[config.mk]
export PLATFORM = sky130hd
export DESIGN_NAME = pipelined_block_cla_adder
export DESIGN_NICKNAME = d
export VERILOG_FILES = /design/src/rtl/pipelined_block_cla_adder.sv
export SDC_FILE = /design/constraint.sdc
export NUM_CORES = 1
export LEC_CHECK = 0
export ABC_AREA = 1
export BUFFER_PORTS_ARGS = -buffer_cell sky130_fd_sc_hd__buf_4
export CAP_MARGIN = 20
export CELL_PAD_IN_SITES_DETAIL_PLACEMENT = 1
export CELL_PAD_IN_SITES_GLOBAL_PLACEMENT = 1
export CORE_MARGIN = 2
export CORE_UTILIZATION = 45
export CTS_BUF_LIST = sky130_fd_sc_hd__clkbuf_8 sky130_fd_sc_hd__clkbuf_16
export CTS_CLUSTER_SIZE = 30
export DETAILED_ROUTE_END_ITERATION = 8
export GPL_TIMING_DRIVEN = 0
export PLACE_DENSITY = 0.92
export SLEW_MARGIN = 30
export SYNTH_ARGS = -nofsm -noshare
export SYNTH_HDL_FRONTEND = slang
export SYNTH_SLANG_ARGS = --single-unit
export TNS_END_PERCENT = 5
[constraint.sdc]
create_clock -name clk -period 11.4 [get_ports clk]
set_input_delay 2.85 -clock clk [delete_from_list [all_inputs] [get_ports clk]]
set_output_delay 2.85 -clock clk [all_outputs]
set_load 0.03 [all_outputs]
[src/rtl/pipelined_block_cla_adder.sv]
// Two-stage pipelined block carry-lookahead adder/subtractor with a valid/ready stream.
// Define CLA_OVF_EN to add the registered signed-overflow output (ovf).
module pipelined_block_cla_adder #(
    parameter int N = 64,
    parameter int B = 4
) (
    input  logic         clk,
    input  logic         rst,
    input  logic         in_valid,
    output logic         in_ready,
    input  logic [N-1:0] a,
    input  logic [N-1:0] b,
    input  logic         cin,
    input  logic         sub,
    output logic         out_valid,
    input  logic         out_ready,
    output logic [N-1:0] sum,
    output logic         cout,
    output logic         P,
    output logic         G
`ifdef CLA_OVF_EN
    ,
    output logic         ovf
`endif
);

    localparam int NB = N / B;

    generate
        if (N < 2 || (N % B) != 0) begin : g_param_check
            $error("pipelined_block_cla_adder: N must be >= 2 and a multiple of B");
        end
    endgenerate

    // ---------------- handshake ----------------
    logic s1_valid_reg;
    logic s2_ready;
    logic s1_ready;

    assign s2_ready = ~out_valid | out_ready;
    assign s1_ready = ~s1_valid_reg | s2_ready;
    assign in_ready = s1_ready;

    // ---------------- stage 1: bit and block propagate/generate ----------------
    logic [N-1:0]  b_eff;
    logic          c0;
    logic [N-1:0]  p;
    logic [N-1:0]  g;
    logic [NB-1:0] blk_p;
    logic [NB-1:0] blk_g;

    assign b_eff = sub ? ~b : b;
    assign c0    = sub | cin;
    assign p     = a ^ b_eff;
    assign g     = a & b_eff;

    for (genvar gi = 0; gi < NB; gi++) begin : g_block_pg
        logic gen;

        always_comb begin
            gen = 1'b0;
            for (int j = 0; j < B; j++) begin
                gen = g[gi*B+j] | (p[gi*B+j] & gen);
            end
        end

        assign blk_p[gi] = &p[gi*B +: B];
        assign blk_g[gi] = gen;
    end

    logic [N-1:0]  p_reg;
    logic [N-1:0]  g_reg;
    logic          c0_reg;
    logic [NB-1:0] blk_p_reg;
    logic [NB-1:0] blk_g_reg;

    always_ff @(posedge clk or posedge rst) begin
        if (rst) begin
            s1_valid_reg <= 1'b0;
            p_reg        <= '0;
            g_reg        <= '0;
            c0_reg       <= 1'b0;
            blk_p_reg    <= '0;
            blk_g_reg    <= '0;
        end else if (s1_ready) begin
            s1_valid_reg <= in_valid;
            if (in_valid) begin
                p_reg     <= p;
                g_reg     <= g;
                c0_reg    <= c0;
                blk_p_reg <= blk_p;
                blk_g_reg <= blk_g;
            end
        end
    end

    // ---------------- stage 2: block lookahead, in-block carries, sum ----------------
    logic [N-1:0] sum_next;
    logic         cout_next;
    logic         word_g_next;

    always_comb begin : stage2_comb
        logic blk_carry;
        logic bit_carry;
        sum_next    = '0;
        word_g_next = 1'b0;
        blk_carry   = c0_reg;
        bit_carry   = 1'b0;
        for (int k = 0; k < NB; k++) begin
            // each block's ripple is seeded by the lookahead carry, not by its neighbour
            bit_carry = blk_carry;
            for (int j = 0; j < B; j++) begin
                sum_next[k*B+j] = p_reg[k*B+j] ^ bit_carry;
                bit_carry       = g_reg[k*B+j] | (p_reg[k*B+j] & bit_carry);
            end
            blk_carry   = blk_g_reg[k] | (blk_p_reg[k] & blk_carry);
            word_g_next = blk_g_reg[k] | (blk_p_reg[k] & word_g_next);
        end
        cout_next = blk_carry;
    end

    always_ff @(posedge clk or posedge rst) begin
        if (rst) begin
            out_valid <= 1'b0;
            sum       <= '0;
            cout      <= 1'b0;
            P         <= 1'b0;
            G         <= 1'b0;
        end else if (s2_ready) begin
            out_valid <= s1_valid_reg;
            if (s1_valid_reg) begin
                sum  <= sum_next;
                cout <= cout_next;
                P    <= &blk_p_reg;
                G    <= word_g_next;
            end
        end
    end

`ifdef CLA_OVF_EN
    logic a_msb_reg;
    logic b_msb_reg;

    always_ff @(posedge clk or posedge rst) begin
        if (rst) begin
            a_msb_reg <= 1'b0;
            b_msb_reg <= 1'b0;
        end else if (s1_ready && in_valid) begin
            a_msb_reg <= a[N-1];
            b_msb_reg <= b_eff[N-1];
        end
    end

    always_ff @(posedge clk or posedge rst) begin
        if (rst) begin
            ovf <= 1'b0;
        end else if (s2_ready && s1_valid_reg) begin
            ovf <= (a_msb_reg == b_msb_reg) & (sum_next[N-1] != a_msb_reg);
        end
    end
`endif

endmodule
After elaboration in Yosys (flattened, before gate mapping):

Cells that the tools add are included.

* add/sub/neg operators: 0
* multiply operators: 0
* divide/modulo/power cells: 0
* order comparisons: 0
* equal/unequal tests: 0
* shift operators: 0
* muxes and demuxes: 1
* bitwise operators: 326
* reduce and logical (&&, ||, !) cells: 19

Operators by type and width (number)
* $or A1 B1 Y1: 130
* $and A1 B1 Y1: 127
* $and A64 B64 Y64: 1
* $mux W64: 1
* $not A64 Y64: 1
* $reduce_and A4 Y1: 16
* $xor A1 B1 Y1: 64
* $xor A64 B64 Y64: 1
* $reduce_and A16 Y1: 1
* $reduce_and A2 Y1: 2
* $not A1 Y1: 2

* flip-flop bits (word level): 229
* bits in latches: 0
* bits in writable memories: 0
* bits in read-only memories: 0
* output and inout bits: 69
* word-level logic and storage cells: 357
* memories kept: 0

Logic depth before layout (Yosys ltp):

Gate-level depths: netlist of run 1.

* depth in word-level cells: 37
* depth in mapped cells: 38

Least setup slack after synthesis of run 1:

OpenSTA, ideal clock, no wires.

* kind: input port to output port
* start: input out_ready
* end: output in_ready
* data arrival time: 3.172 ns
* data required time: 8.550 ns
* path slack: 5.378 ns
* stages: 2
* path buffers: 0
* cell sequence: inv_1 > nand3_1

* cells in the longest elaborated chain, start to end: 2

RTL lines
* from (decl): line 16 `input logic out_ready,`
* $or A1 B1 Y1: line 40 `assign s2_ready = ~out_valid | out_ready;`
* $or A1 B1 Y1: line 41 `assign s1_ready = ~s1_valid_reg | s2_ready;`
* to (decl): line 10 `output logic in_ready,`

No other way between the ends.

Worst setup path in the final report of run 1:

Ends and elaborated chain as after synthesis.

==> metrics.md, run 1 <==
| Metric | Value |
|---|---|
| H-Tree Depth | 1 |
| First-pass GRT wire length | 59950 um |
| Placer Congestion | 0.8854 |
| Met1 Usage GRT | 36.73% |
| Fillers | 2845 |
| Max Freq | about 160 MHz |
| Vias in the first global route | 10920 |
| Post-synthesis mux area share | 0% |
| Worst R2R Path Depth | 38 |
| Yosys warns | 0 |
| Total CTS buffers | 24 |
| Post-CTS Hold Fix Bufs | 0 |
| Mapped cell area | 0.01098 sq mm |
| Vias | 9750 |
| Final setup vio count | 0 |
| Core Area | approximately 0.024 sq mm |
| Lkg Pwr | between 7 and 8 nW |
| Pwr Total | 2.940 mW |
| Post-DP HPWL | between 20000 and 30000 um |
| Yosys top cell area share | 48.76% |
| Status | complete, no violations |
| Post-synth top flop | dfrtp_1 |
| Psw | around 1.1 mW |
| Synthesis-stage register bit count | 214 |
| Non-filler instance count after layout | 1791 |
| Syn Nets | 1469 |
| CTS tree | built |
| Setup TNS | 0 ns |
| XOR/XNOR share of the synthesized area | 6.380% |
| Critical Path AT | 3.33 ns |
| Clock Sinks | 214 |
| Compound-cell area share of the yosys netlist | approximately 7.2% |
| Area Growth Syn to Fin | 25.16% |
| Final period utilization | 54.20% |
| Nets@finish | 1698 |
| Post-synth top cells | nand2_1 (445), dfrtp_1 (214), ha_1 (112), o21ai_0 (102), xor2_1 (80) |
| Largest family of logic cells by synthesized area | simple AND/OR/NAND/NOR gates |
| Share of cells above drive strength 1 | 20.93% |
| DRC violations left | 0 |
| Skew-Pair Late Insertion Delay | between 0.5 and 0.6 ns |
| Worst Hold Depth | 2 |
| Crit path max fanout | 3 |
| Fin. Hold Viols | 0 |
| Most frequent cell after synthesis | nand2_1 |
| Pre-antenna DRT Iters | 5 |
| Initial antenna violation count | 0 |
| Slew headroom | roughly 37% |
| Hold crit path type | register to register |
| Antenna-violating nets left | 0 |
| Sequential share of the synthesized area | 48.76% |
| CP startpoint kind | input pin |
| Synthesized-area fraction occupied by and/or/nand/nor cells | 20.55% |
| Synth top area cells | dfrtp_1 (49%), nand2_1 (15%), ha_1 (13%), xor2_1 (6.4%), o21ai_0 (4.6%) |
| Post-Synth Adder-Cell Area | about 13% |
| Maximum root-to-sink buffer count | 3 |
| Met3 Use GR | 4.857% |
| Worst Clk Skew | 0.009075 ns |
| Syn Area/Cell | 8.979 sq um |
| Post-CTS Setup Inserts | 0 |
| IO Port Bufs | ~200 |
| Post-synth EDFFs | 0 |
| Crit end category | output port |
| Clk slew on worst S/H paths | ~0.060 ns |
| Die X | 160.2 um |
| Gate power share | between 30% and 40% |
| Data required, critical path | roughly 8.6 ns |
| Rows | 57 |
| Root buf cell | clkbuf_16 |
| Biggest area consumer among synthesized cells | dfrtp_1 |
| All-Layer GR Usage | 30.02% |
| Gr busiest metal | met2 |
| Worst setup path category | input pin to output port |
| Clk pwr share | a little over a quarter |
| Drt total wl | 38170 um |
| Die Area | 0.02567 sq mm |
| Resized cells post-CTS | 0 |
| Yosys cell types | 23 |
| Power per cell area | 213.9 mW/mm^2 |
| # diodes | 0 |
| Post-synthesis async set-or-reset flop share | between 90% and 100% |
| Die Y | between 150 and 200 um |
| Largest net degree at the start of global routing | 93 |
| Worst-case vdd ir drop | 0.1027 mV |
| Placed instance count | 1750 |
| Sequential Power Share | between 30% and 40% |
| Wire per inst | 21.31 um |
| Slew Limit Fails | 0 |
| Vias per cell | 5.444 |
| Int Power | 1.809 mW |
| GRT met2 Usage | 52.24% |
| Total grt overflow | 0 |
| Starting density of the core | 45.56% |
| Starting DRC count in detailed routing | 646 |
| Worst-Margin Slew | 0.9521 ns |
| Unrepaired setup endpoints after global routing | no |
| Sw Ratio | 38.45% |
| Post-Syn Instances | between 1000 and 1500 |
| IO Count | 203 |
| Max-cap violations | 0 |
| Post-layout min period | 6.179 ns |
[critical path: stages]
cell,delay [ns]
buf_4,0.11
inv_1,0.06
nand3_1,0.12
buf_4,0.20
[through the flow]
stage | worst slack, ns | utilization [%] | cell area, sq um | hold WS, ns
2_1_floorplan | 2.699 | - | 10980 | 0.4451
6_report | 5.221 | 57.02 | 13740 | 0.4764
3_5_place_dp | 5.214 | 53.76 | 12960 | 0.4646
3_3_place_gp | 0.1498 | 53.50 | 12900 | 0.4573
5_1_grt | 5.164 | 57.02 | 13740 | 0.4996
4_1_cts | 5.211 | 57.02 | 13740 | 0.4798
[per-layer routing]
layer,wire length [um],up-vias
met1,14970,4857
met4,1884,0
met2,18860,396
met3,2447,125
met5,0,-
li1,-,4372
[power by group through the flow]
stage          logic [mW]  registers (mW)  clock network, mW
6_report             1.06            1.10              0.779
2_1_floorplan       0.396            1.30                  0
3_5_place_dp         1.04            1.11                  0
5_1_grt              1.14            1.12              0.816
4_1_cts              1.06            1.10              0.784
3_3_place_gp        0.989            1.09                  0
[cells in the final DEF (no fill, tap or decap)]
master,n
clkinv_1,1
buf_4,201
nor2_1,22
a21boi_0,1
clkbuf_16,25
clkbuf_8,4
buf_16,2
clkinv_2,6
o221ai_1,15
o22ai_1,3
nand3_1,11
a21oi_2,1
buf_1,5
a21oi_1,22
dfrtp_1,214
clkbuf_1,46
inv_8,1
bufinv_8,1
inv_2,2
xor2_1,80
nand4_1,9
o21ai_0,102
ha_1,112
nand2_2,30
bufinv_16,2
o41ai_1,1
nor3_1,1
nand2_1,445
or2_2,32
inv_1,70
[logic make-up (layout without fill, tap and decap cells)]
kind of cell / after synthesis / count (layout)
flops: 214 / 214
simple gates: 550 / 550
xor+xnor: 80 / 80
buf+inv: 122 / 366
compound gates: 145 / 145
fa+ha+maj: 112 / 112
[path summary, 6_finish.rpt]
check                               start           end  slack [ns]
min in group asynchronous             rst  blk_g_reg[1]        2.30
max in group asynchronous             rst       sum[37]        8.34
worst min-delay path            g_reg[28]     g_reg[28]        0.48
worst max-delay path            out_ready      in_ready        5.22
worst min register to register  g_reg[28]     g_reg[28]        0.48
worst max register to register     c0_reg       sum[63]        7.06
[area by class of cell]
cell class / instances / area [sq um] / area share [%]
Clock inverter: 12 / 105.1 / 0.7647
Sequential cell: 214 / 5355 / 38.96
Clock buffer: 29 / 680.7 / 4.952
Buffer: 51 / 191.4 / 1.393
Inverter: 71 / 287.8 / 2.094
Multi-Input combinational cell: 887 / 5155 / 37.51
Tap cell: 324 / 405.4 / 2.949
Timing Repair Buffer: 203 / 1564 / 11.38
Power figures use the tool's default switching activity.
==> run 2, diff against run 1 <==
Settings changed: CORE_UTILIZATION 45 to 42, PLACE_DENSITY 0.92 to 0.87.
Clock period 11.4 ns to 6.3 ns, I/O delays scaled along.
==> metrics.md, run 2 (synthesized netlist as in run 1, its figures left out) <==
| Metric | Value |
|---|---|
| Status | complete, no violations (unchanged) |
| Wire per inst | 20.11 um (was 21.31 um) |
| IO Port Bufs | 201 (unchanged) |
| Data required, critical path | 6.65 ns (was 8.55 ns) |
| Antenna-violating nets left | 0 (unchanged) |
| CP peak stage delay | 0.42 ns (was 0.20 ns) |
| Commonest non-fill, non-tap cells in the layout | nand2_1 (445), dfrtp_1 (214), buf_4 (201) (unchanged) |
| Met3 Use GR | 3.919% (was 4.857%) |
| Die X | 165.7 um (was 160.2 um) |
| Rows | 59 (was 57) |
| Post-DP HPWL | 27410 um (was 27520 um) |
| Vias | 9477 (was 9750) |
| # diodes | 0 (unchanged) |
| Pwr Total | 5.154 mW (was 2.940 mW) |
| Slew Limit Fails | 0 (unchanged) |
| Power per cell area | 373.7 mW/mm^2 (was 213.9 mW/mm^2) |
| Starting DRC count in detailed routing | 524 (was 646) |
| Skew-Pair Late Insertion Delay | 0.52 ns (about the same) |
| Slew headroom | 36.29% (was 36.53%) |
| Maximum root-to-sink buffer count | 3 (unchanged) |
| Clk slew on worst S/H paths | 0.06 ns (about the same) |
| Vias in the first global route | 10600 (was 10920) |
| CTS tree | built (unchanged) |
| Unrepaired setup endpoints after global routing | no (unchanged) |
| Clock Sinks | 214 (unchanged) |
| All-Layer GR Usage | 26.41% (was 30.02%) |
| Root buf cell | clkbuf_16 (unchanged) |
| First-pass GRT wire length | 57190 um (was 59950 um) |
| DRC violations left | 0 (unchanged) |
| Max Freq | approximately 240 MHz |
| Core Area | 0.02584 sq mm (was 0.02411 sq mm) |
| Die Y | 165.7 um (was 160.2 um) |
| Total CTS buffers | 24 (unchanged) |
| Final setup vio count | 0 (unchanged) |
| H-Tree Depth | 1 (unchanged) |
| Setup TNS | 0 ns (unchanged) |
| Starting density of the core | 42.50% (was 45.56%) |
| Post-CTS Hold Fix Bufs | 0 (unchanged) |
| Resized cells post-CTS | 0 (unchanged) |
| Most common cell after layout, fill and taps aside | nand2_1 (unchanged) |
| Crit path max fanout | 3 (unchanged) |
| Lkg Pwr | 7.316 nW (was 7.308 nW) |
| Cell mode on critical path | nand2_2 (was buf_4) |
| GRT met2 Usage | 47.14% (was 52.24%) |
| Die Area | 0.02746 sq mm (was 0.02567 sq mm) |
| Critical Path AT | 4.51 ns (was 3.33 ns) |
| Max-cap violations | 0 (unchanged) |
| Vias per cell | 5.256 (was 5.444) |
| Nets@finish | 1704 (was 1698) |
| Pre-antenna DRT Iters | 5 (unchanged) |
| IO Count | 203 (unchanged) |
| Worst-Margin Slew | 0.9557 ns (was 0.9521 ns) |
| Share of cells above drive strength 1 | 20.98% (was 20.93%) |
| Slowest CP cell | dfrtp_1 (was buf_4) |
| Met1 Usage GRT | 32.55% (was 36.73%) |
| Final period utilization | 66.18% |
| Worst Clk Skew | 0.01161 ns (was 0.009075 ns) |
| Crit end category | register (was output port) |
| Area Growth Syn to Fin | 25.60% (was 25.16%) |
| Worst setup path category | register to register (was input pin to output port) |
| Drt total wl | 36260 um (was 38170 um) |
| Largest net degree at the start of global routing | 30 (was 93) |
| Total grt overflow | 0 (unchanged) |
| Worst-case vdd ir drop | 0.2167 mV (was 0.1027 mV) |
| Hold crit path type | register to register (unchanged) |
| Post-layout min period | about 4.2 ns |
| Placer Congestion | 0.8609 (was 0.8854) |
| CP startpoint kind | register (was input pin) |
| Post-CTS Setup Inserts | 0 (unchanged) |
| Fin. Hold Viols | 0 (unchanged) |
| Gr busiest metal | met2 (unchanged) |
| Initial antenna violation count | 0 (unchanged) |
==> run 2: worst max-delay path, delay by kind of cell (launching register included) <==
kind                     cells  cell delay (ns)
adder cells (fa/ha/maj)      3             0.55
AO/OA/AOI/OAI                1             0.09
flip-flops                   1             0.42
XOR/XNOR                     1             0.15
AND/OR/NAND/NOR             33             2.80
==> run 2: power breakdown <==
part	total [mW]	internal, mW	switching, mW	leakage (nW)
clock network	1.28	0.731	0.553	0.364
registers	1.99	1.74	0.250	2.69
logic	1.88	0.699	1.18	4.26
total	5.15	3.17	1.99	7.32
==> run 2: per-stage QoR <==
stage	cell area (sq um)	worst slack [ns]	util [%]	hold WS (ns)	std cells
6_report	13790	2.131	53.39	0.4773	1803
5_1_grt	13790	1.845	53.39	0.5014	1803
4_1_cts	13790	2.101	53.39	0.4815	1803
3_5_place_dp	13100	2.167	50.69	0.4671	1767
3_3_place_gp	12910	0.5849	49.98	0.4566	1759
2_1_floorplan	10990	1.941	-	0.4451	1223
==> run 2: worst paths after layout <==
check,start,end,slack (ns),depth (start not counted)
setup / recovery,c0_reg,sum[63],2.13,38
hold / removal,g_reg[28],g_reg[28],0.48,2
setup reg to reg,c0_reg,sum[63],2.13,38
hold reg to reg,g_reg[28],g_reg[28],0.48,2
max in group asynchronous,rst,p_reg[34],3.96,6
min in group asynchronous,rst,sum[11],1.16,2
==> run 2: area by class of cell <==
type | count | area, sq um
fill | 3009 | 12040
sequential | 214 | 5355
multi-input combinational | 887 | 5155
clock inverter | 9 | 43.79
buffer | 51 | 191.4
timing repair buffer | 209 | 1692
tap | 335 | 419.2
inverter | 71 | 284.0
clock buffer | 27 | 653.1
==> run 2: layer usage <==
metal	wire, um	vias up	part of all wire, %
met4	1286	0	3.5
met3	2161	83	6.0
met1	14710	4695	41
met5	0	-	0
met2	18100	321	50
li1	-	4378	-
==> run 3, diff against run 2 <==
Settings changed: ABC_AREA 1 to 0, CORE_UTILIZATION 42 to 44.
Clock period 6.3 ns to 3.85 ns, I/O delays scaled along.
==> metrics.md, run 3 <==
| Metric | Value |
|---|---|
| Status | complete, no violations (unchanged) |
| Starting DRC count in detailed routing | 339 (was 524) |
| Lkg Pwr | 7.146 nW (was 7.316 nW) |
| Yosys top cell area share | 48.05% (was 48.76%) |
| Maximum root-to-sink buffer count | 3 (unchanged) |
| CP startpoint kind | register (unchanged) |
| Area Growth Syn to Fin | 24.82% (was 25.60%) |
| Post-CTS Hold Fix Bufs | 0 (unchanged) |
| # diodes | 0 (unchanged) |
| Slew headroom | 43.06% (was 36.29%) |
| Antenna-violating nets left | 0 (unchanged) |
| Core Area | 0.02504 sq mm (was 0.02584 sq mm) |
| Post-synth top cells | dfrtp_1 (214), nand2_1 (198), ha_1 (112), mux2_2 (106), xor2_1 (80) (was nand2_1 (445), dfrtp_1 (214), ha_1 (112), o21ai_0 (102), xor2_1 (80)) |
| Vias | 8343 (was 9477) |
| Largest net degree at the start of global routing | 31 (was 30) |
| Post-synth top flop | dfrtp_1 (unchanged) |
| Post-Syn Instances | 1000 (was 1223) |
| Die X | 163.2 um (was 165.7 um) |
| Root buf cell | clkbuf_16 (unchanged) |
| Die Y | 163.2 um (was 165.7 um) |
| Max-cap violations | 0 (unchanged) |
| Hold crit path type | input pin to asynchronous set/reset pin (was register to register) |
| Yosys cell types | 43 (was 23) |
| Worst setup path category | register to register (unchanged) |
| Most common cell after layout, fill and taps aside | dfrtp_1 (was nand2_1) |
| All-Layer GR Usage | 24.08% (was 26.41%) |
| Clk slew on worst S/H paths | 0.06 ns (about the same) |
| Post-layout min period | 3.283 ns (was 4.169 ns) |
| Drt total wl | 31590 um (was 36260 um) |
| Synth top area cells | dfrtp_1 (48%), ha_1 (13%), mux2_2 (11%), nand2_1 (6.7%), xor2_1 (6.3%) (was dfrtp_1 (49%), nand2_1 (15%), ha_1 (13%), xor2_1 (6.4%), o21ai_0 (4.6%)) |
| Worst-case vdd ir drop | 0.3110 mV (was 0.2167 mV) |
| IO Count | 203 (unchanged) |
| Syn Nets | 1246 (was 1469) |
| Power per cell area | 585.6 mW/mm^2 (was 373.7 mW/mm^2) |
| Mapped cell area | 0.01115 sq mm (was 0.01098 sq mm) |
| Vias in the first global route | 9256 (was 10600) |
| Fin. Hold Viols | 0 (unchanged) |
| CTS tree | built (unchanged) |
| Initial antenna violation count | 0 (unchanged) |
| Post-synth EDFFs | 0 (unchanged) |
| Biggest area consumer among synthesized cells | dfrtp_1 (unchanged) |
| Clock Sinks | 214 (unchanged) |
| Crit end category | register (unchanged) |
| Setup TNS | 0 ns (unchanged) |
| Die Area | 0.02662 sq mm (was 0.02746 sq mm) |
| IO Port Bufs | 201 (unchanged) |
| Worst-Margin Slew | 0.8542 ns (was 0.9557 ns) |
| Critical Path AT | 3.62 ns (was 4.51 ns) |
| Fillers | 2765 (was 3009) |
| Final period utilization | 85.27% (was 66.18%) |
| Post-synthesis async set-or-reset flop share | 100.0% (unchanged) |
| H-Tree Depth | 1 (unchanged) |
| Pwr Total | 8.147 mW (was 5.154 mW) |
| Worst Clk Skew | 0.006818 ns (was 0.01161 ns) |
| Commonest non-fill, non-tap cells in the layout | dfrtp_1 (214), buf_4 (210), nand2_1 (198) (was nand2_1 (445), dfrtp_1 (214), buf_4 (201)) |
| First-pass GRT wire length | 49910 um (was 57190 um) |
| Nets@finish | 1480 (was 1704) |
| Share of cells above drive strength 1 | 33.36% (was 20.98%) |
| Footprint of the multi-input gates | 0.005563 sq mm (was 0.005155 sq mm) |
| Post-DP HPWL | 24390 um (was 27410 um) |
| Sequential share of the synthesized area | 48.05% (was 48.76%) |
| Crit path max fanout | 7 (was 3) |
| Skew-Pair Late Insertion Delay | 0.50 ns (was 0.52 ns) |
| Most frequent cell after synthesis | dfrtp_1 (was nand2_1) |
| Wire per inst | 20.03 um (was 20.11 um) |
| Data required, critical path | 4.19 ns (was 6.65 ns) |
| Resized cells post-CTS | 0 (unchanged) |
| Pre-antenna DRT Iters | 4 (was 5) |
| Unrepaired setup endpoints after global routing | no (unchanged) |
| Starting density of the core | 44.52% (was 42.50%) |
| Syn Area/Cell | 11.15 sq um (was 8.979 sq um) |
| DRC violations left | 0 (unchanged) |
| Synthesis-stage register bit count | 214 (unchanged) |
| Total grt overflow | 0 (unchanged) |
| Vias per cell | 5.290 (was 5.256) |
| Total CTS buffers | 23 (was 24) |
| Max Freq | 304.6 MHz (was 239.9 MHz) |
| Yosys warns | 0 (unchanged) |
| Placer Congestion | 0.8126 (was 0.8609) |
| Rows | 58 (was 59) |
| Post-CTS Setup Inserts | 0 (unchanged) |
| Storage element area | 0.005355 sq mm (unchanged) |
| Final setup vio count | 0 (unchanged) |
| Slew Limit Fails | 0 (unchanged) |
[run 3: cell types whose count changed after synthesis, sizes merged, moves of 31 or more]
cell,before,now
nand2,475,199
o21ai,102,58
a21o,0,42
mux2,0,112
clkbuf,46,15
inv,69,5
[run 3: metal layers]
layer | part of all wire, % | routed length, um | up-vias | global-route usage [%]
li1 | - | - | 3918 | -
met1 | 42 | 13390 | 4194 | 31.09
met2 | 51 | 16170 | 186 | 42.87
met3 | 4.2 | 1313 | 45 | 2.768
met4 | 2.2 | 708 | 0 | 6.396
met5 | 0 | 0 | - | 0
[run 3: report_power, final]
part	total, mW	switching (mW)	internal (mW)	leakage (nW)
sequential	3.26	0.419	2.84	2.64
combinational	2.89	1.66	1.23	4.15
clock	2.00	0.880	1.12	0.356
[run 3: final timing paths]
check	depth (start not counted)	endpoint	slack, ns	from
max in group asynchronous	5	p_reg[47]	2.54	rst
min in group clk	2	sum[18]	0.47	sum[18]
setup reg to reg	12	sum[59]	0.57	blk_p_reg[6]
hold / removal	2	sum[14]	0.43	rst
setup / recovery	12	sum[59]	0.57	blk_p_reg[6]
hold reg to reg	2	sum[18]	0.47	sum[18]
[run 3: logic make-up (layout without fill, tap and decap cells)]
logic type      Yosys count  in the layout  synth area share (%)
compound gates          146            146                 8.453
mux                     112            112                 11.32
flops                   214            214                 48.05
xor+xnor                 80             80                 6.286
buf+inv                  46            293                 2.043
simple gates            290            290                 11.28
fa+ha+maj               112            112                 12.57
[run 3: through the flow]
stage | hold slack [ns] | cells | util, % | setup slack, ns | cell area [sq um]
final | 0.4254 | 1577 | 55.57 | 0.5672 | 13910
after global routing | 0.4392 | 1577 | 55.57 | 0.3782 | 13910
after CTS | 0.4273 | 1577 | 55.57 | 0.5205 | 13910
after detailed placement | 0.4650 | 1539 | 52.91 | 0.5414 | 13250
after global placement | 0.4585 | 1531 | 52.21 | -1.208 | 13070
after floorplan | 0.4557 | 1000 | - | 0.1033 | 11150
[run 3: critical path, stage by stage, from the launching register on]
cell	delay, ns
dfrtp_1	0.45
a21o_1	0.22
a2111o_1	0.47
a21oi_4	0.22
o21ai_1	0.14
ha_1	0.21
or2_2	0.31
ha_1	0.19
or2_2	0.30
ha_1	0.19
nor2_1	0.14
xor2_1	0.17
o21ai_0	0.11
[run 3: area by class of cell]
| type | count | area share (%) |
|---|---|---|
| timing repair buffer | 209 | 12.11 |
| multi-input combinational | 740 | 39.99 |
| inverter | 5 | 0.1619 |
| buffer | 41 | 1.502 |
| clock inverter | 13 | 0.4497 |
| tap | 330 | 2.968 |
| sequential | 214 | 38.49 |
| clock buffer | 25 | 4.335 |
